<file path="src/rtl/spi_master_device.sv">
// SPI master: issues PRE_PULSES load clocks with CSbar high, then a 17-pulse frame
// (dummy bit + 16 data bits, MSB first) while shifting in a 16-bit word from MISO.
`timescale 1ns/1ps
module spi_master_device #(
   parameter int CLK_DIV    = 25,
   parameter int PRE_PULSES = 2
) (
   input  logic        CLK_50,
   input  logic        RESET,
   input  logic        START,
   input  logic [15:0] TX_DATA,
   output logic        BUSY,
   output logic        DONE,
   output logic [15:0] RX_DATA,
   output logic        SCK,
   output logic        MOSI,
   output logic        CSbar,
   input  logic        MISO
);

   typedef enum logic [2:0] {IDLE, PRE, CS_SETUP, XFER, CS_HOLD, FINISH} state_t;

   localparam logic [7:0] DIV_LAST  = 8'(CLK_DIV - 1);
   localparam logic [5:0] PRE_LAST  = 6'(2 * PRE_PULSES - 1);
   localparam logic [5:0] XFER_LAST = 6'd33;
   localparam logic [5:0] LAST_FALL = 6'd32;

   state_t      state;
   logic [7:0]  div;
   logic [5:0]  half_cnt;
   logic [15:0] tx_shift;
   logic [15:0] rx_shift;
   logic        tick;

   assign tick = (div == DIV_LAST);

   // Every SCK/MOSI/CSbar change happens on a half-period tick; half_cnt counts
   // ticks inside PRE and XFER so each phase knows when it is finished.
   always_ff @(posedge CLK_50) begin
      if (RESET) begin
         state    <= IDLE;
         div      <= 8'd0;
         half_cnt <= 6'd0;
         tx_shift <= 16'h0000;
         rx_shift <= 16'h0000;
         BUSY     <= 1'b0;
         DONE     <= 1'b0;
         RX_DATA  <= 16'h0000;
         SCK      <= 1'b0;
         MOSI     <= 1'b0;
         CSbar    <= 1'b1;
      end else begin
         DONE <= 1'b0;
         if (state != IDLE && state != FINISH) begin
            div <= tick ? 8'd0 : div + 8'd1;
         end
         case (state)
            IDLE: begin
               if (START) begin
                  tx_shift <= TX_DATA;
                  rx_shift <= 16'h0000;
                  div      <= 8'd0;
                  half_cnt <= 6'd0;
                  BUSY     <= 1'b1;
                  state    <= PRE;
               end
            end
            PRE: begin
               if (tick) begin
                  SCK <= ~SCK;
                  if (half_cnt == PRE_LAST) begin
                     half_cnt <= 6'd0;
                     CSbar    <= 1'b0;
                     MOSI     <= 1'b0;
                     state    <= CS_SETUP;
                  end else begin
                     half_cnt <= half_cnt + 6'd1;
                  end
               end
            end
            CS_SETUP: begin
               if (tick) begin
                  state <= XFER;
               end
            end
            XFER: begin
               // Odd half_cnt values are falling edges; falls 1..16 sample MISO
               // and present the next data bit, fall 17 only closes the frame.
               if (tick) begin
                  SCK      <= ~SCK;
                  half_cnt <= half_cnt + 6'd1;
                  if (SCK && half_cnt < LAST_FALL) begin
                     rx_shift <= {rx_shift[14:0], MISO};
                     MOSI     <= tx_shift[15];
                     tx_shift <= {tx_shift[14:0], 1'b0};
                  end
                  if (half_cnt == XFER_LAST) begin
                     state <= CS_HOLD;
                  end
               end
            end
            CS_HOLD: begin
               if (tick) begin
                  CSbar   <= 1'b1;
                  MOSI    <= 1'b0;
                  DONE    <= 1'b1;
                  RX_DATA <= rx_shift;
                  state   <= FINISH;
               end
            end
            FINISH: begin
               BUSY  <= 1'b0;
               div   <= 8'd0;
               state <= IDLE;
            end
            default: state <= IDLE;
         endcase
      end
   end

endmodule

</file>
<file path="config.mk">
export PLATFORM = sky130hd
export DESIGN_NAME = spi_master_device
export DESIGN_NICKNAME = d
export VERILOG_FILES = /design/src/rtl/spi_master_device.sv
export SDC_FILE = /design/constraint.sdc
export NUM_CORES = 1
export LEC_CHECK = 0
export ABC_CLOCK_PERIOD_IN_PS = 5300
export CAP_MARGIN = 20
export CORE_ASPECT_RATIO = 1.75
export CORE_MARGIN = 4
export CORE_UTILIZATION = 58
export CTS_CLUSTER_SIZE = 8
export DETAILED_ROUTE_END_ITERATION = 8
export PLACE_DENSITY_LB_ADDON = 0.08
export SKIP_CTS_REPAIR_TIMING = 1
export SLEW_MARGIN = 20
export SYNTH_ARGS = -nofsm -noshare
export SYNTH_HDL_FRONTEND = slang
export SYNTH_SLANG_ARGS = --single-unit
</file>
<file path="constraint.sdc">
create_clock -name CLK_50 -period 5.3 [get_ports CLK_50]
set_input_delay 1.06 -clock CLK_50 [delete_from_list [all_inputs] [get_ports CLK_50]]
set_output_delay 1.06 -clock CLK_50 [all_outputs]
set_load 0.01 [all_outputs]
</file>
==> results.md <==
* Status: finished clean
* Initial Util at 60.76%
* Clock-pin slew on the worst setup and hold paths at 0.07 ns
* TritonCTS buffer count at 9
* Via count at 2429
* Clock root buffer: clkbuf_8
* YS warnings at 0
* Kind of critical path: in -> reg
* Post-synthesis cell area at 2885 sq um
* Diode count at 0
* Worst Tran Pin Value at 0.9870 ns
* Pre-Repair DR Iteration Count at 5
* Fin crit share at 51.52%
* WL met3 at 307 um
* Post-Layout Cell Count at 401
* Leak pwr at 1.284 nW
* Req. time, crit path at 5.58 ns
* Clk_lat worst skew at 0.34 ns
* Worst Path Arrival at 3.01 ns
* Post-DRT Antenna Nets at 0
* DRT iter0 DRCs at 104
* CTS tree: built
* Leading area contributor after synthesis: dfxtp_1
* Die Y-Extent at 101.3 um
* Sequential Power Share at 48.8%
* Synthesized instance count at 313
* Primary FF master, synth: dfxtp_1
* Count of different cell masters after synthesis at 45
* HPWL after DPL at 4161 um
* # setup viols final at 0
* Clk buf depth at 2
* Clk sinks at 70
* Internal at 876.5 uW
* GRT overflow at 0
* Clock Power Share at 45.2%
* Post-synthesis register bit count at 70
* Routed vias/inst at 6.057
* Worst Hold Launch: CSbar$_SDFFE_PP1P_
* Area grow syn2layout at 21.42%
* DRT Wirelength at 5997 um
* Pre-CTS WS at 2.263 ns
* Critical path launch point: START
* Post-placement cell area at 3268 sq um
* Final instance area at 3503 sq um
* Vias in the first global route at 2400
* Share of cells above drive strength 1 at 7.736%
* Yosys top cell area share at 48.57%
* Input/output buffers at 40
* PwrDens at 318.6 nW/um^2
* Synth async-reset ratio at 0%
* Logic pwr share at 6.0%
* Global-route wire length before repair at 10390 um
* Initial antenna violation count at 0
* Total GRT Usage at 21.95%
* R2R depth at 6
* Top layer in use: met4
* Pin count of the biggest net entering global routing at 36
* Syn_area_per_cell at 9.218 sq um
* Count leader, synth: dfxtp_1
* Worst VDD drop at 0.3618 mV
* Switching power at 239.8 uW
* Dpl cells at 386
* CP Cell Sequence: clkdlybuf4s50_1 > nand2_1 > a21oi_2 > buf_4 > nor2_1 > a22o_1
* Max Transition Viols Final at 0
* Slew HR at 33.96%
* Setup crit start kind: input port
* Worst r2r src: state[1]$_SDFFE_PP0P_
* Synth area leaders: dfxtp_1, a22o_1, a311oi_1, nand3_1, nor2_1
* Skew final at 0.005943 ns
* Critical path destination: rx_shift[9]$_SDFFE_PP0P_
* Delay of the slowest cell on the worst path at 0.78 ns
* # IOs at 41
* Routed wl met2 at 3083 um
* Final hold violations at 0
* CP max stage cell: nor2_1
* Hold WC Path Type: reg -> reg
* Clock H-tree levels at 3
* Final #Nets at 369
* R2r endpoint: rx_shift[9]$_SDFFE_PP0P_
* Setup slack after layout at 2.570 ns
* Max Cap Viol at 0
* Most common library cells after synthesis: dfxtp_1, a22o_1, nor2_1
* Post-synth EDFFs at 0
* Hold WS at 0.4588 ns
* Crit path max fanout at 33
* Crit path capture type: flop
* Die X at 61.32 um
* Gpl congestion at 0.8125
* Core area at 4748 sq um
* RSZ-0062 raised after global routing: no
* Final core occ at 73.78%
* Wl on met1 at 2419 um
* Die area at 6212 sq um
* # rows at 33
* Total chip power at 1.116 mW
* Sw Share at 21.48%
* # DRC at 0
* Sequential area share after synthesis at 48.57%
* Syn nets at 337
* Setup TNS at 0 ns
* Final min period at 2.730 ns
* Routed WL per cell at 14.96 um
* Reg-to-reg setup timing slack at 2.62 ns
* Max frequency at 366.3 MHz
[cell usage in the layout (no fill, tap or decap), types with 4 or more instances in the layout]
cell type,instances
dfxtp_1,70
ha_1,4
a22o_1,32
a21oi_1,15
or3_1,4
clkbuf_8,9
inv_1,7
nor2_1,30
nand3_1,23
nand4_1,5
clkdlybuf4s50_1,40
a311oi_1,16
xor2_1,6
nor3_1,5
o21ai_0,8
nand2_1,27
nand2b_1,4
[flip-flops by register name, summed over array words and instances (netlist names)]
name and count:
BUSY 1, CSbar 1, DONE 1, MOSI 1, RX_DATA 16, SCK 1
div 8, half_cnt 6, rx_shift 16, state 3, tx_shift 16
[final cells by class]
class / count / area, sq um
timing repair buffer: 42 / 415.4
multi-input combinational: 215 / 1360
clock buffer: 9 / 123.9
sequential: 70 / 1401
fill: 359 / 1245
inverter: 7 / 26.28
tap: 52 / 65.06
clock inverter: 6 / 111.4
[metal layers]
| metal | vias up | track usage (%) |
|---|---|---|
| met5 | - | 0 |
| met1 | 1138 | 22.92 |
| met4 | 0 | 12.69 |
| met2 | 73 | 38.34 |
| li1 | 1202 | - |
| met3 | 16 | 4.974 |
[power by group through the flow]
stage | Clock [mW] | Combinational (mW) | Sequential (mW)
after floorplan | 0 | 0.0431 | 0.554
after global placement | 0 | 0.0647 | 0.557
after detailed placement | 0 | 0.0664 | 0.557
after CTS | 0.513 | 0.0666 | 0.545
after global routing | 0.537 | 0.0746 | 0.546
final | 0.505 | 0.0666 | 0.545
[critical path, delay by kind of cell]
family / cells / cell delay, ns
and+or+nand+nor: 2 / 0.90
buffers and inverters: 2 / 0.71
AOI/OAI and AO/OA: 2 / 0.34
[cell families (layout without fill, tap and decap cells)]
kind of cell    after synthesis  in the layout  synth area share [%]
simple gates                121            121                 21.47
xor+xnor                      7              7                 2.125
flops                        70             70                 48.57
compound gates               83             83                 21.81
fa+ha+maj                     4              4                 1.735
buf+inv                      28             64                 4.293
[worst min-delay path by stage]
| stage | endpoint | slack [ns] | depth (start not counted) |
|---|---|---|---|
| 2_1_floorplan | RX_DATA[15]$_SDFFE_PP0P_ | 0.44 | 1 |
| 3_3_place_gp | CSbar$_SDFFE_PP1P_ | 0.46 | 2 |
| 3_5_place_dp | CSbar$_SDFFE_PP1P_ | 0.45 | 2 |
| 4_1_cts | CSbar$_SDFFE_PP1P_ | 0.46 | 2 |
| 5_1_grt | CSbar$_SDFFE_PP1P_ | 0.48 | 2 |
| 6_report | CSbar$_SDFFE_PP1P_ | 0.46 | 2 |
No activity file was read; power rests on OpenSTA's default activity.
